--- src/rtl/svnet_ram_fifo.sv ---
// svnet_ram_fifo: RAM-backed FIFO; a 3-entry prefetch buffer hides the RAM read pipeline.
// Latency: word accepted at edge N shows on out_valid after edge N+4; 1 word/cycle sustained.
// Backpressure: in_ready drops when RAM holds DEPTH unread words; buffer absorbs in-flight reads.
// Option: define SVNET_RAM_FIFO_AFULL_EN for a registered almost_full (level >= AFULL).

// svnet_ram: simple dual-port storage array with a two-stage registered read path.
// Latency: a write is readable from the next edge; read data is valid two cycles after rd_en.
// Backpressure: none; rd_clr drops any read still travelling through the read pipeline.
module svnet_ram #(
  parameter int WIDTH = 1,
  parameter int DEPTH = 4,
  localparam int AW = $clog2(DEPTH)
) (
  input  logic             clk,
  input  logic             wr_en,
  input  logic [AW-1:0]    wr_addr,
  input  logic [WIDTH-1:0] wr_data,
  input  logic             rd_en,
  input  logic [AW-1:0]    rd_addr,
  input  logic             rd_clr,
  output logic [WIDTH-1:0] rd_data,
  output logic             rd_data_valid
);

  logic [WIDTH-1:0] mem [DEPTH];
  logic [WIDTH-1:0] s1_data;
  logic             s1_vld;

  // Write port: committed at the edge, visible to a read issued at any later edge.
  always_ff @(posedge clk) begin
    if (wr_en) begin
      mem[wr_addr] <= wr_data;
    end
  end

  // Read stage 1: array read; the address is free for reuse from this edge on.
  always_ff @(posedge clk) begin
    if (rd_en) begin
      s1_data <= mem[rd_addr];
    end
    s1_vld <= rd_en && !rd_clr;
  end

  // Read stage 2: output register.
  always_ff @(posedge clk) begin
    if (s1_vld) begin
      rd_data <= s1_data;
    end
    rd_data_valid <= s1_vld && !rd_clr;
  end

endmodule

module svnet_ram_fifo #(
  parameter int WIDTH = 1,
  parameter int DEPTH = 4,
  parameter int AFULL = DEPTH - 1,
  localparam int LW = $clog2(DEPTH + 4)
) (
  input  logic             clk,
  input  logic             rst,
  input  logic             flush,
  input  logic             in_valid,
  output logic             in_ready,
  input  logic [WIDTH-1:0] in_data,
  output logic             out_valid,
  input  logic             out_ready,
  output logic [WIDTH-1:0] out_data,
  output logic [LW-1:0]    level,
  output logic             almost_full
);

  localparam int AW = $clog2(DEPTH);
  localparam int CW = $clog2(DEPTH + 1);
  localparam logic [CW-1:0] DEPTH_C = CW'(DEPTH);
  localparam logic [LW-1:0] AFULL_C = LW'(AFULL);

  // RAM-side bookkeeping
  logic [AW-1:0] wr_ptr;
  logic [AW-1:0] rd_ptr;
  logic [CW-1:0] ram_count;       // written, read not yet issued
  logic [CW-1:0] eligible_count;  // subset of ram_count old enough to be read
  logic          wr_pend;         // word written at the last edge, eligible next edge
  logic [1:0]    inflight_count;  // reads issued, data not yet in the buffer

  // prefetch buffer (3-entry circular register FIFO)
  logic [WIDTH-1:0] buf_mem [3];
  logic [1:0]       buf_head;
  logic [1:0]       buf_tail;
  logic [1:0]       buf_count;

  logic [LW-1:0] level_q;
  logic [LW-1:0] level_nxt;

  logic             clr;
  logic             accept;
  logic             pop;
  logic             rd_issue;
  logic             load;
  logic [2:0]       room_used;
  logic             ram_rd_vld;
  logic [WIDTH-1:0] ram_rd_data;

  function automatic logic [1:0] buf_inc(input logic [1:0] p);
    return (p == 2'd2) ? 2'd0 : p + 2'd1;
  endfunction

  assign clr       = rst || flush;
  assign in_ready  = !clr && (ram_count < DEPTH_C);
  assign accept    = in_valid && in_ready;
  assign out_valid = (buf_count != 2'd0);
  assign out_data  = buf_mem[buf_head];
  assign pop       = out_valid && out_ready && !clr;
  assign load      = ram_rd_vld && !clr;

  // Buffer slots already spoken for after this cycle's pop; a new read needs a free one,
  // so every read in flight always has a landing slot even if the consumer stalls.
  assign room_used = 3'(buf_count) + 3'(inflight_count) - 3'(pop);
  assign rd_issue  = !clr && (eligible_count != '0) && (room_used < 3'd3);

  svnet_ram #(
    .WIDTH (WIDTH),
    .DEPTH (DEPTH)
  ) u_ram (
    .clk           (clk),
    .wr_en         (accept),
    .wr_addr       (wr_ptr),
    .wr_data       (in_data),
    .rd_en         (rd_issue),
    .rd_addr       (rd_ptr),
    .rd_clr        (clr),
    .rd_data       (ram_rd_data),
    .rd_data_valid (ram_rd_vld)
  );

  // Pointers and occupancy counters for the RAM and the read pipeline.
  always_ff @(posedge clk) begin
    if (clr) begin
      wr_ptr         <= '0;
      rd_ptr         <= '0;
      ram_count      <= '0;
      eligible_count <= '0;
      wr_pend        <= 1'b0;
      inflight_count <= 2'd0;
    end else begin
      if (accept) begin
        wr_ptr <= wr_ptr + AW'(1);
      end
      if (rd_issue) begin
        rd_ptr <= rd_ptr + AW'(1);
      end
      ram_count      <= ram_count + CW'(accept) - CW'(rd_issue);
      wr_pend        <= accept;
      eligible_count <= eligible_count + CW'(wr_pend) - CW'(rd_issue);
      inflight_count <= inflight_count + 2'(rd_issue) - 2'(load);
    end
  end

  // Prefetch buffer control: push on RAM return, pop on downstream handshake.
  always_ff @(posedge clk) begin
    if (clr) begin
      buf_head  <= 2'd0;
      buf_tail  <= 2'd0;
      buf_count <= 2'd0;
    end else begin
      if (load) begin
        buf_tail <= buf_inc(buf_tail);
      end
      if (pop) begin
        buf_head <= buf_inc(buf_head);
      end
      buf_count <= buf_count + 2'(load) - 2'(pop);
    end
  end

  // Prefetch buffer storage; the head slot is never overwritten while it is presented.
  always_ff @(posedge clk) begin
    if (load) begin
      buf_mem[buf_tail] <= ram_rd_data;
    end
  end

  // Total words held, tracked from the two external handshakes only.
  assign level_nxt = level_q + LW'(accept) - LW'(pop);

  // Level register.
  always_ff @(posedge clk) begin
    if (clr) begin
      level_q <= '0;
    end else begin
      level_q <= level_nxt;
    end
  end

  assign level = level_q;

`ifdef SVNET_RAM_FIFO_AFULL_EN
  logic afull_q;

  // almost_full moves on the same edge as level.
  always_ff @(posedge clk) begin
    if (clr) begin
      afull_q <= 1'b0;
    end else begin
      afull_q <= (level_nxt >= AFULL_C);
    end
  end

  assign almost_full = afull_q;
`else
  logic [LW-1:0] unused_afull;
  assign unused_afull = AFULL_C;
  assign almost_full  = 1'b0;
`endif

endmodule

--- config.mk ---
export PLATFORM = sky130hd
export DESIGN_NAME = svnet_ram_fifo
export DESIGN_NICKNAME = d
export VERILOG_FILES = /design/src/rtl/svnet_ram_fifo.sv
export SDC_FILE = /design/constraint.sdc
export NUM_CORES = 1
export LEC_CHECK = 0
export BUFFER_PORTS_ARGS = -buffer_cell sky130_fd_sc_hd__buf_2
export CORE_MARGIN = 2
export CORE_UTILIZATION = 53
export DETAILED_ROUTE_END_ITERATION = 8
export HOLD_SLACK_MARGIN = 0.08
export PLACE_DENSITY = 0.72
export SETUP_SLACK_MARGIN = 0.2
export SLEW_MARGIN = 20
export SYNTH_ARGS = -nofsm -noshare
export SYNTH_HDL_FRONTEND = slang
export SYNTH_SLANG_ARGS = --single-unit
--- constraint.sdc ---
create_clock -name clk -period 3 [get_ports clk]
set_input_delay 0.15 -clock clk [delete_from_list [all_inputs] [get_ports clk]]
set_output_delay 0.15 -clock clk [all_outputs]
set_load 0.02 [all_outputs]
==> metrics.md <==
| Metric | Value |
|---|---|
| DIE AREA | `between 3000 and 4000 um2` |
| Largest family of logic cells by synthesized area | `simple AND/OR/NAND/NOR gates` |
| Initial antenna violation count | `0` |
| Vias in the first global route | `1161` |
| Syn avg cell area | `10.7 um2` |
| Area of the core | `3030 um2` |
| Number of buffers on the longest clock path | `2` |
| Violations in the final reports | `setup timing` |
| Hold Startpoint | `out_ready` |
| Detail Route Antenna Nets | `0` |
| Global-route wire length before repair | `just over 5000 um` |
| Number of sinks driven by the clock tree | `35` |
| Leakage power | `0.877 nW` |
| Top-area cell type share of the netlist area | `0.309` |
| Post-Synth Adder-Cell Area | `0.152` |
| Sequential area share after synthesis | `0.470` |
| Fill count | `239` |
| Worst EP arrival | `between 3 and 4 ns` |
| Net Count, Synth | `approximately 180` |
| Number of placement rows | `20` |
| Unique cell type count in the Yosys netlist | `34` |
| RSZ-0062 raised after global routing | `yes` |
| Max-cap violation count | `0` |
| Total Nets Final | `211` |
| Outcome | `complete, but fails checks` |
| CTS clock-pin slew for the worst setup and hold paths | `0.10 ns` |
| Maximum VDD drop | `between 0.3 and 0.4 mV` |
| Maximum achievable frequency | `318 MHz` |
| Total global routing overflow | `0` |
| Warnings from Yosys | `0` |
| Final antenna diode count | `0` |
| Final instance area | `2080 um2` |
| Top cells by area in the synthesized netlist | `sky130_fd_sc_hd__dfxtp_1 (31%), sky130_fd_sc_hd__edfxtp_1 (16%), sky130_fd_sc_hd__ha_1 (10%)` |
| Period utilization | `1.05` |
| Launch instance of the worst register-to-register path | `buf_count[1]` |
| Count of buffers inserted at the top-level ports | `11` |
| DR vias | `1149` |
| XOR/XNOR share of the synthesized area | `0.0572` |
| CP endpoint kind | `register` |
| Post-synth ARST share | `0` |
| Leading cell types by count after synthesis | `sky130_fd_sc_hd__dfxtp_1 (26), sky130_fd_sc_hd__inv_1 (18), sky130_fd_sc_hd__ha_1 (14)` |
| Power density normalized to cell area | `about 370 nW/um2` |
| Max Clock Skew | `0.00548 ns` |
| Post-detailed-placement half-perimeter wirelength | `roughly 2100 um` |
| Placed instance area | `1850 um2` |
| Most used standard cell by instance count after synthesis | `sky130_fd_sc_hd__dfxtp_1` |
| Cell taking the most area after synthesis | `sky130_fd_sc_hd__dfxtp_1` |
| Share of final-layout standard cells stronger than drive strength 1 | `0.346` |
| CTS Buf Count | `5` |
| Worst setup margin | `-0.146 ns` |
| Mapped cell area | `1680 um2` |
| TritonCTS clock tree | `built` |
| Global routing usage on met1 | `0.205` |
| DRT Pass-1 Iters | `4` |
| Final hold violations | `0` |
| Post-layout total power | `0.778 mW` |
| Most used routing layer in global routing | `met2` |
| Starting DRC count in detailed routing | `40` |
| Critical path launch point | `buf_count[1]` |
| GR Util All Layers | `0.199` |
| Number of synthesized flops with an enable pin | `9` |
| Met3 Usage GRT | `0.0768` |
| Final wirelength | `a little over 3000 um` |
| Final worst path period need | `3.15 ns` |
| I/O pin cnt | `13` |
| H-Tree Level Count | `2` |
| Growth of design area from synthesis to finish | `23.4%` |
| Multiplexer fraction of the synthesized cell area | `0.0312` |
| Via count normalized by instance count | `roughly 5.0` |
| Simple-gate share of the synthesized area | `0.173` |
| Maximum number of pins on one net before global-route repair | `18` |
| Startpoint kind of the worst setup timing path | `register` |
| Most used DFF post-synth | `sky130_fd_sc_hd__dfxtp_1` |
| Root cell of the clock tree | `sky130_fd_sc_hd__clkbuf_4` |
| Worst min-delay path class | `input pin to register` |
| Clock insertion delay at the later pin of the skew report | `0.34 ns` |
| Setup total negative slack | `-0.378 ns` |
| Initial cell density of the core | `0.556` |
| Floorplan die height | `60.4 um` |
| Die width | `around 60 um` |
| Final slew viol count | `0` |
| Category of the most critical setup path | `register to register` |
| M2 GR Usage | `0.342` |
| Routability congestion estimate | `0.767` |
| WHS | `0.253 ns` |
| Final setup violation count | `4` |
| Synth Area in Compound Gates | `0.0543` |
| Number of instances in the synthesized netlist | `about 160` |
| WP data required | `3.23 ns` |
| Remaining design rule violation count | `0` |
| Worst-path fanout max | `2` |
| Number of synthesized register bits | `35` |
| Average routed wire per standard cell | `13.3 um` |
## critical path: stages (launching register included)
cell and delay, ns:
sky130_fd_sc_hd__dfxtp_2 0.34, sky130_fd_sc_hd__o21a_1 0.17, sky130_fd_sc_hd__nand2_2 0.09, sky130_fd_sc_hd__xnor2_2 0.14, sky130_fd_sc_hd__ha_2 0.18, sky130_fd_sc_hd__inv_2 0.05, sky130_fd_sc_hd__fa_2 0.42, sky130_fd_sc_hd__nand2b_4 0.16
sky130_fd_sc_hd__nand4_1 0.14, sky130_fd_sc_hd__inv_2 0.08, sky130_fd_sc_hd__buf_6 0.12, sky130_fd_sc_hd__ha_4 0.25, sky130_fd_sc_hd__inv_2 0.04, sky130_fd_sc_hd__ha_4 0.14, sky130_fd_sc_hd__fa_2 0.34, sky130_fd_sc_hd__xnor2_2 0.15
sky130_fd_sc_hd__xnor2_1 0.15, sky130_fd_sc_hd__nor2_1 0.06
## flip-flops by register name (all words and copies together) (netlist names), 2 cells and up, named ones only
signal,count
u_ram.mem,4
buf_mem,3
eligible_count,3
level,3
ram_count,3
buf_count,2
buf_head,2
buf_tail,2
inflight_count,2
rd_ptr,2
wr_ptr,2
## final timing paths
check | endpoint | slack [ns] | cells past startpoint
worst max-delay path | eligible_count[2] | -0.15 | 17
worst min register to register | u_ram.rd_data | 0.43 | 0
worst min-delay path | register | 0.25 | 4
worst max register to register | eligible_count[2] | -0.15 | 17
## cell usage in the layout (no fill, tap or decap), types with 2 or more instances in the layout
cell and count:
sky130_fd_sc_hd__dfxtp_1 24, sky130_fd_sc_hd__inv_1 12, sky130_fd_sc_hd__buf_4 12, sky130_fd_sc_hd__buf_2 11
sky130_fd_sc_hd__nand2_1 10, sky130_fd_sc_hd__and2_1 10, sky130_fd_sc_hd__nor2_1 9, sky130_fd_sc_hd__edfxtp_1 9
sky130_fd_sc_hd__a21oi_1 8, sky130_fd_sc_hd__ha_1 7, sky130_fd_sc_hd__ha_4 6, sky130_fd_sc_hd__inv_2 5
sky130_fd_sc_hd__clkbuf_4 5, sky130_fd_sc_hd__xor2_1 4, sky130_fd_sc_hd__xnor2_1 4, sky130_fd_sc_hd__or3_1 3
sky130_fd_sc_hd__nor3b_1 3, sky130_fd_sc_hd__mux2i_1 3, sky130_fd_sc_hd__fa_2 3, sky130_fd_sc_hd__buf_6 3
sky130_fd_sc_hd__nor2_2 2, sky130_fd_sc_hd__nand4_1 2, sky130_fd_sc_hd__nor3_2 2, sky130_fd_sc_hd__xnor2_2 2
sky130_fd_sc_hd__o21ai_0 2, sky130_fd_sc_hd__and2_4 2, sky130_fd_sc_hd__nand3b_1 2, sky130_fd_sc_hd__dfxtp_2 2
sky130_fd_sc_hd__clkinv_1 2
## cell type report
cell class	instances	area, um2	share of cell area
clock inverters	2	7.51	0.00361
inverters	18	70.1	0.0337
multi-input cells	100	921	0.443
repair buffers	27	189	0.0910
clock buffers	6	41.3	0.0199
well taps	44	55.1	0.0265
flip-flops and latches	35	793	0.382
## per-layer routing
layer  vias to the layer above  routed length, um
met1                       549               1210
li1                        575                  -
met2                        17               1720
met3                         8                 95
met5                         -                  0
met4                         0                 63
## repair_timing
| action | in CTS | in global routing |
|---|---|---|
| setup buffers | 4 | 2 |
| setup endpoints to repair | 5 | 7 |
| hold endpoints to repair | 4 | 0 |
| pin swaps | 16 | 8 |
| gates resized for setup | 22 | 5 |
| hold buffers | 1 | 0 |
## cell families after synthesis
family                     Yosys count
and+or+nand+nor                     51
DFF                                 35
buffers and inverters               23
adders and majority gates           18
AOI/OAI and AO/OA                   15
xor gates and xnor gates            11
muxes                                4
other                                1
## metrics by stage
step	utilization	setup WS, ns	std cells
floorplan	-	-0.0469	158
global placement	0.610	-0.0130	217
detailed placement	0.610	-0.189	217
CTS	0.673	-0.123	230
global route	0.686	-0.302	232
finish	0.686	-0.146	232
## power by group
group          internal, mW  switching [mW]
combinational        0.0233          0.0274
clock                0.0867           0.150
sequential            0.487         0.00343
Power figures use the tool's default switching activity.
